$ cat src/rtl/dpram_portb_arbiter_if.sv
`default_nettype none
// ============================================================================
// Module   : dpram_portb_arbiter_if
// Brief    : Requester-side handshake bundle for the DPRAM port B arbiter.
// Revision : 1.0 - initial release
// ============================================================================
interface dpram_portb_arbiter_if #(
  parameter int ADDR_W = 16,
  parameter int DATA_W = 16
);
  logic              req;
  logic              we;
  logic [ADDR_W-1:0] addr;
  logic [DATA_W-1:0] wdata;
  logic              gnt;
  logic              rvalid;
  logic [DATA_W-1:0] rdata;

  modport master (output req, we, addr, wdata, input gnt, rvalid, rdata);
  modport slave  (input req, we, addr, wdata, output gnt, rvalid, rdata);
endinterface
`default_nettype wire

$ cat src/rtl/dpram_portb_arbiter.sv
`default_nettype none
// ============================================================================
// Module   : dpram_portb_arbiter
// Brief    : Port B sharing between J1 data port and host loader, with
//            post-reset zero-fill and a starvation guard for the host.
// Revision : 1.0 - initial release
// ============================================================================
module dpram_portb_arbiter #(
  parameter int ADDR_W      = 16,
  parameter int DATA_W      = 16,
  parameter int CLEAR_WORDS = 16,
  parameter int MAX_WAIT    = 4
) (
  input  logic                clock,
  input  logic                rst_n,
  dpram_portb_arbiter_if.slave cpu,
  dpram_portb_arbiter_if.slave host,
  output logic [ADDR_W-1:0]   ram_addr,
  output logic                ram_we,
  output logic [DATA_W-1:0]   ram_wdata,
  input  logic [DATA_W-1:0]   ram_rdata,
  output logic                init_done
);

  typedef enum logic [0:0] {
    ST_INIT = 1'b0,
    ST_RUN  = 1'b1
  } state_t;

  localparam logic [ADDR_W:0] c_LAST_PTR =
      (ADDR_W+1)'((CLEAR_WORDS > 0) ? CLEAR_WORDS - 1 : 0);
  localparam logic [3:0]      c_MAX_WAIT = 4'(MAX_WAIT);

  state_t            r_state;
  state_t            w_state_nxt;
  logic [ADDR_W:0]   r_clr_ptr;
  logic [3:0]        r_wait_cnt;
  logic              r_init_done;
  logic              r_cpu_rvalid;
  logic              r_host_rvalid;
  logic [DATA_W-1:0] r_cpu_rdata;
  logic [DATA_W-1:0] r_host_rdata;
  logic              w_cpu_gnt;
  logic              w_host_gnt;
  logic              w_host_force;

  always_ff @(posedge clock or negedge rst_n) begin
    if (!rst_n) begin
      r_state <= ST_INIT;
    end else begin
      r_state <= w_state_nxt;
    end
  end

  always_comb begin
    w_state_nxt  = r_state;
    w_host_force = 1'b0;
    w_host_gnt   = 1'b0;
    w_cpu_gnt    = 1'b0;
    ram_we       = 1'b0;
    ram_addr     = '0;
    ram_wdata    = '0;
    case (r_state)
      ST_INIT: begin
        if (CLEAR_WORDS == 0) begin
          w_state_nxt = ST_RUN;
        end else begin
          ram_we   = 1'b1;
          ram_addr = r_clr_ptr[ADDR_W-1:0];
          if (r_clr_ptr == c_LAST_PTR) begin
            w_state_nxt = ST_RUN;
          end
        end
      end
      ST_RUN: begin
        w_host_force = host.req && (r_wait_cnt >= c_MAX_WAIT);
        w_host_gnt   = host.req && (!cpu.req || w_host_force);
        w_cpu_gnt    = cpu.req && !w_host_gnt;
        if (w_host_gnt) begin
          ram_we    = host.we;
          ram_addr  = host.addr;
          ram_wdata = host.wdata;
        end else if (w_cpu_gnt) begin
          ram_we    = cpu.we;
          ram_addr  = cpu.addr;
          ram_wdata = cpu.wdata;
        end
      end
      default: w_state_nxt = ST_INIT;
    endcase
  end

  always_ff @(posedge clock or negedge rst_n) begin
    if (!rst_n) begin
      r_clr_ptr     <= '0;
      r_wait_cnt    <= '0;
      r_init_done   <= 1'b0;
      r_cpu_rvalid  <= 1'b0;
      r_host_rvalid <= 1'b0;
      r_cpu_rdata   <= '0;
      r_host_rdata  <= '0;
    end else begin
      if (r_state == ST_INIT) begin
        r_clr_ptr <= r_clr_ptr + 1'b1;
        if (w_state_nxt == ST_RUN) begin
          r_init_done <= 1'b1;
        end
      end else begin
        // Denied-cycle count only runs while the host is actually waiting.
        if (host.req && !w_host_gnt) begin
          if (r_wait_cnt != 4'hF) begin
            r_wait_cnt <= r_wait_cnt + 4'd1;
          end
        end else begin
          r_wait_cnt <= 4'd0;
        end
      end
      r_cpu_rvalid  <= w_cpu_gnt;
      r_host_rvalid <= w_host_gnt;
      if (w_cpu_gnt) begin
        r_cpu_rdata <= ram_rdata;
      end
      if (w_host_gnt) begin
        r_host_rdata <= ram_rdata;
      end
    end
  end

  assign cpu.gnt     = w_cpu_gnt;
  assign cpu.rvalid  = r_cpu_rvalid;
  assign cpu.rdata   = r_cpu_rdata;
  assign host.gnt    = w_host_gnt;
  assign host.rvalid = r_host_rvalid;
  assign host.rdata  = r_host_rdata;
  assign init_done   = r_init_done;

endmodule
`default_nettype wire

$ cat src/flat_wrapper.sv
// flat-port wrapper written by rule: the top's interface ports become plain ports
module dpram_portb_arbiter_flat 
#(
  parameter int ADDR_W      = 16,
  parameter int DATA_W      = 16,
  parameter int CLEAR_WORDS = 16,
  parameter int MAX_WAIT    = 4
)
  (clock, rst_n, ram_addr, ram_we, ram_wdata, ram_rdata, init_done, cpu_req, cpu_we, cpu_addr, cpu_wdata, cpu_gnt, cpu_rvalid, cpu_rdata, host_req, host_we, host_addr, host_wdata, host_gnt, host_rvalid, host_rdata);
  dpram_portb_arbiter_if #(.ADDR_W(ADDR_W), .DATA_W(DATA_W)) cpu_i ();
  dpram_portb_arbiter_if #(.ADDR_W(ADDR_W), .DATA_W(DATA_W)) host_i ();
  input  logic clock;
  input  logic rst_n;
  output logic [ADDR_W-1:0] ram_addr;
  output logic ram_we;
  output logic [DATA_W-1:0] ram_wdata;
  input  logic [DATA_W-1:0] ram_rdata;
  output logic init_done;
  input wire logic [$bits(cpu_i.req)-1:0] cpu_req;
  input wire logic [$bits(cpu_i.we)-1:0] cpu_we;
  input wire logic [$bits(cpu_i.addr)-1:0] cpu_addr;
  input wire logic [$bits(cpu_i.wdata)-1:0] cpu_wdata;
  output wire logic [$bits(cpu_i.gnt)-1:0] cpu_gnt;
  output wire logic [$bits(cpu_i.rvalid)-1:0] cpu_rvalid;
  output wire logic [$bits(cpu_i.rdata)-1:0] cpu_rdata;
  input wire logic [$bits(host_i.req)-1:0] host_req;
  input wire logic [$bits(host_i.we)-1:0] host_we;
  input wire logic [$bits(host_i.addr)-1:0] host_addr;
  input wire logic [$bits(host_i.wdata)-1:0] host_wdata;
  output wire logic [$bits(host_i.gnt)-1:0] host_gnt;
  output wire logic [$bits(host_i.rvalid)-1:0] host_rvalid;
  output wire logic [$bits(host_i.rdata)-1:0] host_rdata;
  assign cpu_i.req = cpu_req;
  assign cpu_i.we = cpu_we;
  assign cpu_i.addr = cpu_addr;
  assign cpu_i.wdata = cpu_wdata;
  assign cpu_gnt = cpu_i.gnt;
  assign cpu_rvalid = cpu_i.rvalid;
  assign cpu_rdata = cpu_i.rdata;
  assign host_i.req = host_req;
  assign host_i.we = host_we;
  assign host_i.addr = host_addr;
  assign host_i.wdata = host_wdata;
  assign host_gnt = host_i.gnt;
  assign host_rvalid = host_i.rvalid;
  assign host_rdata = host_i.rdata;
  dpram_portb_arbiter #(.ADDR_W(ADDR_W), .DATA_W(DATA_W), .CLEAR_WORDS(CLEAR_WORDS), .MAX_WAIT(MAX_WAIT)) u_core (.clock(clock), .rst_n(rst_n), .cpu(cpu_i), .host(host_i), .ram_addr(ram_addr), .ram_we(ram_we), .ram_wdata(ram_wdata), .ram_rdata(ram_rdata), .init_done(init_done));
endmodule
$ cat config.mk
export PLATFORM = sky130hd
export DESIGN_NAME = dpram_portb_arbiter_flat
export DESIGN_NICKNAME = d
export VERILOG_FILES = /design/src/rtl/dpram_portb_arbiter_if.sv /design/src/rtl/dpram_portb_arbiter.sv /design/src/flat_wrapper.sv
export SDC_FILE = /design/constraint.sdc
export NUM_CORES = 1
export LEC_CHECK = 0
export CAP_MARGIN = 10
export CORE_ASPECT_RATIO = 0.9
export CORE_MARGIN = 4
export CORE_UTILIZATION = 35
export CTS_CLUSTER_SIZE = 12
export DETAILED_ROUTE_END_ITERATION = 8
export GPL_ROUTABILITY_DRIVEN = 1
export PLACE_DENSITY = 0.83
export SLEW_MARGIN = 40
export SYNTH_ARGS = -nofsm -noshare
export SYNTH_HDL_FRONTEND = slang
export SYNTH_SLANG_ARGS = --single-unit
$ cat constraint.sdc
create_clock -name clock -period 1.9 [get_ports clock]
set_clock_uncertainty 0.05 [all_clocks]
set_input_delay 0.19 -clock clock [delete_from_list [all_inputs] [get_ports clock]]
set_output_delay 0.19 -clock clock [all_outputs]
set_load 0.1 [all_outputs]
==> results of run 1 <==
-- repair_timing --
item / 4_1_cts / 5_1_grt
pin swaps: 13 / 8
hold buffers: 1 / 0
setup endpoints to repair: 32 / 32
buffers inserted: 3 / 1
resized for setup: 24 / 3
cloned: 1 / 1
endpoints found under the hold margin: 19 / 0
-- worst max-delay path: stages, from the launching register on --
cell and delay [ps]:
dfrtp_1 430, o21ai_2 170, and2_4 210, buf_12 150, a22oi_2 60, a21oi_2 180, buf_12 190
-- layer usage --
| layer | track usage [%] | routed length (microns) | part of all wire, % | up-vias |
|---|---|---|---|---|
| met5 | 0 | 0 | 0 | - |
| met4 | 8.85 | 293 | 3.0 | 0 |
| met3 | 3.34 | 614 | 6.2 | 22 |
| met2 | 35.5 | 5300 | 54 | 104 |
| met1 | 23.2 | 3640 | 37 | 1302 |
| li1 | - | - | - | 1216 |
-- stage by stage --
stage / instances / cell area (sq um) / utilization (%)
finish: 511 / 5590 / 72.3
global placement: 489 / 5140 / 66.4
global route: 511 / 5590 / 72.3
CTS: 509 / 5540 / 71.7
floorplan: 239 / 3130 / -
detailed placement: 489 / 5140 / 66.4
-- area by class of cell --
class,count,area [sq um]
inverter,5,18.8
multi-input combinational,162,1710
clock buffer,10,138
clock inverter,5,80.1
timing repair buffer,176,2090
tap,96,120
fill,517,2140
sequential,57,1430
-- cells in the final DEF (no fill, tap or decap), drive strengths merged, types with 2 or more instances in the layout --
cell type	instances
inv	5
buf	90
dfrtp	57
clkinvlp	2
nor2	19
o21ai	3
mux2	34
a21oi	16
a22o	16
nand4	2
xnor2	11
a22oi	15
nand3	6
clkbuf	11
nor3	4
clkdlybuf4s50	84
nand2b	2
nand4b	2
nand2	9
ha	2
xor2	5
and3	3
bufinv	2
nor4	4
-- power breakdown --
group	switching (uW)	leakage [uW]	internal, uW
logic	1410	0.00166	725
registers	53.4	0.000701	1310
clock network	472	0.000104	764
-- logic make-up (layout without fill, tap and decap cells) --
logic type	after synthesis	in the layout	share of synthesized area (%)
xor+xnor	16	16	4.91
fa+ha+maj	2	2	0.876
buf+inv	20	196	4.60
flops	57	57	49.9
mux	34	34	15.1
compound gates	55	55	14.0
simple gates	55	55	10.6
-- flip-flops by register name, summed over array words and instances, names as in the netlist --
name / cells
u_core.cpu.rdata: 16
u_core.cpu.rvalid: 1
u_core.init_done: 1
u_core.host.rvalid: 1
u_core.host.rdata: 16
u_core.r_state: 1
u_core.r_clr_ptr: 17
u_core.r_wait_cnt: 4
-- path summary, 6_finish.rpt --
check,startpoint,to,slack (ps),cells past startpoint
max,u_core.r_wait_cnt[3],ram_addr[9],-40,6
min,rst_n,u_core.host.rdata[9],320,2
max reg2reg,u_core.r_state,u_core.r_clr_ptr[14],150,6
min reg2reg,u_core.r_clr_ptr[16],u_core.r_clr_ptr[16],430,1
max in group asynchronous,rst_n,u_core.cpu.rdata[1],790,3
min in group clock,u_core.r_clr_ptr[16],u_core.r_clr_ptr[16],430,1
==> summary.md, run 1 <==
| Metric | Value |
|---|---|
| Tcrit/Tclk final | `102%` |
| EDFF count, synth | `0` |
| Largest net degree at the start of global routing | `31` |
| Critical path class | `reg -> out` |
| Final setup margin | `-43.8 ps` |
| Root Buffer | `clkbuf_8` |
| Hold slack | `320 ps` |
| Detail Placement HPWL | `7.31 mm` |
| Area leader, netlist | `dfrtp_1` |
| Initial Util | `36.9%` |
| Worst hold-check path type | `in -> async` |
| Unique masters post-synth | `39` |
| Clock transition at path regs | `60 ps` |
| Final hold vios | `0` |
| Mapped Cells | `239` |
| Leakage power | `0.00247 uW` |
| Pwr Density | `847 mW/mm^2` |
| Async S/R FF share, synth | `100%` |
| Synthesized area per cell | `12.0 sq um` |
| Share of cells above drive strength 1 | `48.0%` |
| Drt pass-1 iters | `4` |
| Final setup viols | `25` |
| Yosys Warn Count | `0` |
| Initial antenna violation count | `0` |
| GPL Wtd Cong | `0.801` |
| Clock latency on the worst-skew pair | `320 ps` |
| Core area | `0.00773 sq mm` |
| Slew margin rel. | `68.6%` |
| Total Die Area | `0.00967 sq mm` |
| GRT Resource Usage Total | `20.0%` |
| Number of vias per cell | `5.17` |
| Inserted Clock Buffers | `9` |
| Synth cell count leaders | `dfrtp_1, mux2_2, nor2_1` |
| Net Count, Synth | `327` |
| Max Clk Rate | `0.514 GHz` |
| Post-synth top area share | `49.9%` |
| #FFs+latches synth | `57` |
| Chip width | `103 microns` |
| # DRC | `0` |
| Post-DRT Antenna Nets | `0` |
| Clock Path Buffers | `2` |
| CP max FO | `8` |
| Port Buffers | `155` |
| Final nets | `499` |
| Ant. Diodes | `0` |
| Placement Setup Slack | `-71.3 ps` |
| Vias in the first global route | `2869` |
| Die height | `93.7 microns` |
| Design Power | `4730 uW` |
| Area growth syn-to-layout | `95.7%` |
| Worst Max-Slew Pin Slew | `470 ps` |
| VDD IR max | `0.542 mV` |
| Clock sink count | `57` |
| IO Count | `156` |
| Max cap viols | `0` |
| Wire per inst | `19.3 microns` |
| Syn Std Cell Area | `0.00286 sq mm` |
| Drt total wl | `9.85 mm` |
| Drt first-iter violations | `83` |
| First-pass GRT wire length | `14.9 mm` |
| Synth Flop Type | `dfrtp_1` |
| Grt ovf | `0` |
| Sum of negative setup slack | `-577 ps` |
| Final-report max-slew violation count | `0` |
| Routed vias | `2644` |
| Critical path endpoint category | `output port` |
| RSZ-0062 raised after global routing | `true` |
| Most frequent cell after synthesis | `dfrtp_1` |
| Fin crit period | `1940 ps` |
| Startpoint types | `register` |
| Top cells by area, synth | `dfrtp_1, mux2_2, mux2_4, a22o_1, a22oi_1` |
| Status | `complete, but fails checks` |
| Site row count | `30` |
| Failing checks | `negative setup slack` |
| Sequential area share after synthesis | `49.9%` |
| Htree depth | `3` |
| WP data required | `1660 ps` |
| WP data arrival | `1700 ps` |
| TritonCTS clock tree | `yes` |
Power figures use the tool's default switching activity.
==> run 2: changes to the inputs <==
--- a/config.mk
+++ b/config.mk
@@ -8,11 +8,11 @@
 export CAP_MARGIN = 10
 export CORE_ASPECT_RATIO = 0.9
 export CORE_MARGIN = 4
-export CORE_UTILIZATION = 35
+export CORE_UTILIZATION = 30
 export CTS_CLUSTER_SIZE = 12
 export DETAILED_ROUTE_END_ITERATION = 8
-export GPL_ROUTABILITY_DRIVEN = 1
-export PLACE_DENSITY = 0.83
+export HOLD_SLACK_MARGIN = 0.15
+export PLACE_DENSITY = 0.75
 export SLEW_MARGIN = 40
 export SYNTH_ARGS = -nofsm -noshare
 export SYNTH_HDL_FRONTEND = slang
==> summary.md, run 2 (synthesized netlist as in run 1, its figures left out) <==
| Metric | Value |
|---|---|
| Core Util, Final | `61.7% (-11 points)` |
| Status | `complete, but fails checks` |
| Failing checks | `negative setup slack` |
| Area growth syn-to-layout | `98.7%` |
| IO Count | `156 (unchanged)` |
| Largest net degree at the start of global routing | `32 (+3.2%)` |
| Final setup margin | `-57.4 ps (-13.6 ps)` |
| Site row count | `33 (+10%)` |
| Post-DRT Antenna Nets | `0 (unchanged)` |
| Share of cells above drive strength 1 | `48.7% (+0.75 points)` |
| Inserted Clock Buffers | `9 (unchanged)` |
| FF/Latch Area | `0.00143 sq mm (unchanged)` |
| Drt pass-1 iters | `4 (unchanged)` |
| Wire per inst | `17.4 microns (-9.8%)` |
| Multi-input logic area | `0.00171 sq mm (+0.22%)` |
| Max cap viols | `0 (unchanged)` |
| Fin crit period | `1960 ps (+13.6 ps)` |
| Tcrit/Tclk final | `103% (+0.72 points)` |
| Final nets | `506 (+1.4%)` |
| Detail Placement HPWL | `7.07 mm (-3.3%)` |
| Number of vias per cell | `4.85 (-6.3%)` |
| First-pass GRT wire length | `15.3 mm (+2.6%)` |
| Chip width | `111 microns (+7.4%)` |
| Placement Setup Slack | `-42.3 ps (+29.0 ps)` |
| R2R depth | `5 (-1)` |
| Drt first-iter violations | `72 (-13%)` |
| Drt total wl | `9.47 mm (-3.8%)` |
| Slowest-stage cell, CP | `dfrtp_1` |
| Pwr Density | `783 mW/mm^2 (-7.5%)` |
| Max stage delay on crit path | `430 ps (about the same)` |
| Initial Util | `31.0% (-5.9 points)` |
| Initial antenna violation count | `0 (unchanged)` |
| Leakage power | `0.00250 uW (+1.3%)` |
| CP cell instances | `nor2_4 -> a21boi_4 -> buf_12 -> a22oi_2 -> a21oi_4 -> buf_12` |
| Port Buffers | `155 (unchanged)` |
| Die height | `101 microns (+7.3%)` |
| Grt ovf | `0 (unchanged)` |
| Clock sink count | `57 (unchanged)` |
| Most frequent cells in the layout | `clkdlybuf4s50_1, dfrtp_1, buf_4` |
| Slew margin rel. | `57.1% (-12 points)` |
| Core area | `0.00921 sq mm (+19%)` |
| Routed vias | `2643 (-0.038%)` |
| Final setup viols | `34 (+36%)` |
| Root Buffer | `clkbuf_8` |
| Max reg flops | `17 (unchanged)` |
| WP data arrival | `1720 ps (+20 ps)` |
| Ant. Diodes | `0 (unchanged)` |
| Htree depth | `3 (unchanged)` |
| WP data required | `1660 ps (about the same)` |
| Total Die Area | `0.0111 sq mm (+15%)` |
| TritonCTS clock tree | `yes` |
| Startpoint types | `register` |
| GPL Wtd Cong | `0.810 (+1.1%)` |
| GRT Resource Usage Total | `16.7% (-3.2 points)` |
| Final-report max-slew violation count | `0 (unchanged)` |
| FILL cells | `726 (+40%)` |
| CP max FO | `17 (+9)` |
| Top reg by flops | `u_core.r_clr_ptr` |
| Most common cell after layout, fill and taps aside | `clkdlybuf4s50_1` |
| Critical path endpoint category | `output port` |
| # DRC | `0 (unchanged)` |
| Clock latency on the worst-skew pair | `320 ps (about the same)` |
| Sum of negative setup slack | `-952 ps (-375 ps)` |
| Critical Path Most Common Cell | `buf_12` |
| Clock Path Buffers | `2 (unchanged)` |
| Clock transition at path regs | `70 ps (about the same)` |
| RSZ-0062 raised after global routing | `true` |
| Worst Max-Slew Pin Slew | `644 ps (+173 ps)` |
| Worst hold-check path type | `in -> async` |
| Vias in the first global route | `2872 (+0.10%)` |
| Max Clk Rate | `0.511 GHz (-0.69%)` |
| Final hold vios | `0 (unchanged)` |
| VDD IR max | `0.472 mV (-13%)` |
| Critical path class | `reg -> out` |
-- run 2: changes by cell type in the layout (fill, tap and decap cells not counted), moves of 2 or more --
cell	before	now
buf_6	0	3
clkinv_2	1	4
buf_4	46	48
bufinv_16	2	0
-- run 2: final cells by class --
type / instances / share of cell area, %
Clock inverter: 6 / 0.617
Tap cell: 122 / 2.69
Inverter: 5 / 0.331
Multi-Input combinational cell: 162 / 30.2
Clock buffer: 10 / 2.25
Sequential cell: 57 / 25.2
Timing Repair Buffer: 183 / 38.8
-- run 2: timing repair --
| action | 4_1_cts | 5_1_grt |
|---|---|---|
| hold endpoints to repair | 26 | 0 |
| gates cloned | 2 | 2 |
| resized for setup | 25 | 6 |
| hold buffers | 1 | 0 |
| pin swaps | 27 | 23 |
| setup endpoints to repair | 33 | 34 |
| setup buffers | 7 | 3 |
-- run 2: worst max-delay path: cells and delay by family (launching register included) --
family,cells,cell delay (ps)
AND/OR/NAND/NOR,1,190
flip-flops,1,430
AO/OA/AOI/OAI,3,420
buffers and inverters,2,340
-- run 2: layer usage --
metal  global-route usage, %  vias to the layer above  part of all wire, %
met1                    20.3                     1309                   41
met3                    4.50                        8                  5.6
met4                    3.79                        0                  1.3
met5                       0                        -                    0
li1                        -                     1230                    -
met2                    29.9                       96                   52
-- run 2: report_power, final --
group,internal (uW),switching [uW],total (uW)
registers,1310,52.6,1360
logic,749,1410,2150
clock network,463,470,933
total,2520,1930,4450
-- run 2: worst paths after layout --
kind                                        end                  from  slack [ps]
setup / recovery                   ram_addr[15]  u_core.r_wait_cnt[2]         -60
hold / removal             u_core.host.rdata[1]                 rst_n         410
setup reg to reg           u_core.host.rdata[2]  u_core.r_wait_cnt[2]         140
hold reg to reg            u_core.r_clr_ptr[16]  u_core.r_clr_ptr[16]         430
max in group asynchronous        u_core.r_state                 rst_n         770
min in group clock         u_core.r_clr_ptr[16]  u_core.r_clr_ptr[16]         430
-- run 2: metrics by stage --
step	cells	hold WS (ps)	power [uW]	instance area, sq um
2_1_floorplan	239	-156	2750	3130
3_3_place_gp	515	182	3440	5170
3_5_place_dp	515	197	3470	5170
4_1_cts	540	427	4480	5580
5_1_grt	545	446	4620	5680
6_report	545	414	4450	5680
==> run 3: changes to the inputs <==
--- a/config.mk
+++ b/config.mk
@@ -11,8 +11,10 @@
 export CORE_UTILIZATION = 30
 export CTS_CLUSTER_SIZE = 12
 export DETAILED_ROUTE_END_ITERATION = 8
+export GPL_ROUTABILITY_DRIVEN = 0
 export HOLD_SLACK_MARGIN = 0.15
 export PLACE_DENSITY = 0.75
+export REMOVE_ABC_BUFFERS = 1
 export SLEW_MARGIN = 40
 export SYNTH_ARGS = -nofsm -noshare
 export SYNTH_HDL_FRONTEND = slang
==> summary.md, run 3 (synthesized netlist as in run 1, its figures left out) <==
| Metric | Value |
|---|---|
| Number of vias per cell | `4.77 (-1.6%)` |
| Met2 usage | `28.2% (-1.6 points)` |
| Max cap viols | `0 (unchanged)` |
| Post-DRT Antenna Nets | `0 (unchanged)` |
| Placement Setup Slack | `-55.3 ps (-13.0 ps)` |
| IO Count | `156 (unchanged)` |
| Drt first-iter violations | `88 (+22%)` |
| Top reg by flops | `u_core.r_clr_ptr` |
| Core Util, Final | `59.6% (-2.1 points)` |
| Root Buffer | `clkbuf_8` |
| Met1 usage | `19.8% (-0.51 points)` |
| Tcrit/Tclk final | `105% (+2.1 points)` |
| WP data arrival | `1760 ps (+40 ps)` |
| Fin crit period | `2000 ps (+40.7 ps)` |
| Clock transition at path regs | `70 ps (about the same)` |
| Die height | `101 microns (unchanged)` |
| Clock Path Buffers | `2 (unchanged)` |
| Largest net degree at the start of global routing | `30 (-6.3%)` |
| Core area | `0.00921 sq mm (unchanged)` |
| # DRC | `0 (unchanged)` |
| Routed vias | `2600 (-1.6%)` |
| Slew margin rel. | `54.1% (-3.0 points)` |
| Critical path class | `reg -> out` |
| Clock sink count | `57 (unchanged)` |
| Drt total wl | `9.38 mm (-1.0%)` |
| Critical path endpoint category | `output port` |
| Finished Cell Area | `0.00548 sq mm (-3.4%)` |
| Met3 Resource Use GR | `5.34% (+0.84 points)` |
| Worst Max-Slew Pin Slew | `689 ps (+45.3 ps)` |
| Inserted Clock Buffers | `9 (unchanged)` |
| Clock latency on the worst-skew pair | `330 ps (about the same)` |
| Worst hold-check path type | `in -> async` |
| Pwr Density | `884 mW/mm^2 (+13%)` |
| GRT Resource Usage Total | `16.5% (-0.20 points)` |
| Max reg flops | `17 (unchanged)` |
| Most frequent cells in the layout | `clkdlybuf4s50_1, dfrtp_1, buf_4` |
| Site row count | `33 (unchanged)` |
| Area growth syn-to-layout | `92.0%` |
| Vias in the first global route | `2798 (-2.6%)` |
| Startpoint types | `register` |
| Total Die Area | `0.0111 sq mm (unchanged)` |
| Drt pass-1 iters | `4 (unchanged)` |
| Share of cells above drive strength 1 | `44.2% (-4.5 points)` |
| Final nets | `506 (unchanged)` |
| Grt ovf | `0 (unchanged)` |
| Design Power | `4850 uW (+9.1%)` |
| DP Area | `0.00493 sq mm (-4.6%)` |
| CP max FO | `16 (-1)` |
| Worst reg2reg setup slack | `80 ps (-60 ps)` |
| Failing checks | `negative setup slack` |
| Chip width | `111 microns (unchanged)` |
| Status | `complete, but fails checks` |
| VDD IR max | `0.471 mV (-0.17%)` |
| TritonCTS clock tree | `yes` |
| Detail Placement HPWL | `6.88 mm (-2.7%)` |
| Port Buffers | `155 (unchanged)` |
| GRT Max-Usage Layer | `met2` |
| RSZ-0062 raised after global routing | `true` |
| Initial antenna violation count | `0 (unchanged)` |
| Leakage power | `0.00249 uW (-0.47%)` |
| Htree depth | `3 (unchanged)` |
| Final-report max-slew violation count | `0 (unchanged)` |
| First-pass GRT wire length | `14.6 mm (-4.1%)` |
| Final hold vios | `0 (unchanged)` |
| Max Clk Rate | `0.500 GHz (-2.0%)` |
| Final setup margin | `-98.1 ps (-40.7 ps)` |
| Ant. Diodes | `0 (unchanged)` |
| Wire per inst | `17.2 microns (-1.0%)` |
| WP data required | `1660 ps (about the same)` |
| Initial Util | `31.0% (unchanged)` |
| Most common cell after layout, fill and taps aside | `clkdlybuf4s50_1` |
| Final setup viols | `33 (-2.9%)` |
==> run 3: cell count changes in the layout (fill, tap and decap cells not counted), moves of 2 or more <==
cell	previous run	this run
a22oi_1	0	15
a21oi_2	1	15
a22o_4	16	14
a21oi_4	15	1
a22oi_2	15	0
a22o_1	0	2
clkinvlp_4	2	0
bufinv_16	0	3
buf_4	48	52
==> run 3: final timing paths <==
check                                          start                   end  cells after the start
max in group asynchronous                      rst_n        u_core.r_state                      3
worst min-delay path                           rst_n  u_core.host.rdata[5]                      2
worst max register to register  u_core.r_wait_cnt[3]   u_core.cpu.rdata[1]                      7
worst max-delay path            u_core.r_wait_cnt[3]          ram_addr[11]                      6
worst min register to register  u_core.r_clr_ptr[16]  u_core.r_clr_ptr[16]                      1
min in group clock              u_core.r_clr_ptr[16]  u_core.r_clr_ptr[16]                      1
==> run 3: stage by stage <==
stage               setup TNS [ps]  hold WS [ps]  cells
floorplan                   -89960          -156    224
global placement             -14.3           205    521
detailed placement            -949           225    521
CTS                          -2850           383    543
global route                 -5470           440    545
finish                       -1840           409    545
==> run 3: power by group <==
part	internal [uW]	switching (uW)	total, uW
sequential	1310	52.9	1360
clock	900	482	1380
combinational	716	1390	2110
total	2920	1930	4850
==> run 3: worst max-delay path: stages, from the launching register on <==
cell     delay, ps
dfrtp_1        430
o21ai_2        190
and2_4         170
buf_12         130
a32oi_1        100
o21ai_0        170
buf_12         220
==> run 3: layout make-up <==
class                      instances  area, sq um
clock buffer                      10          138
sequential                        57         1430
clock inverter                     6          105
timing repair buffer             183         2140
multi-input combinational        162         1500
inverter                           5         18.8
fill                             743         3720
tap                              122          153
==> run 3: routing by layer <==
layer | part of all wire (%) | vias up
met4 | 1.2 | 0
met2 | 51 | 91
met1 | 42 | 1277
li1 | - | 1224
met3 | 6.0 | 8
met5 | 0 | -
==> run 3: repair_timing <==
item,CTS,global route
buffers inserted,4,1
setup endpoints to repair,34,34
pin swaps,4,8
endpoints found under the hold margin,28,0
cloned,1,1
hold buffers,1,0
gates resized for setup,24,16
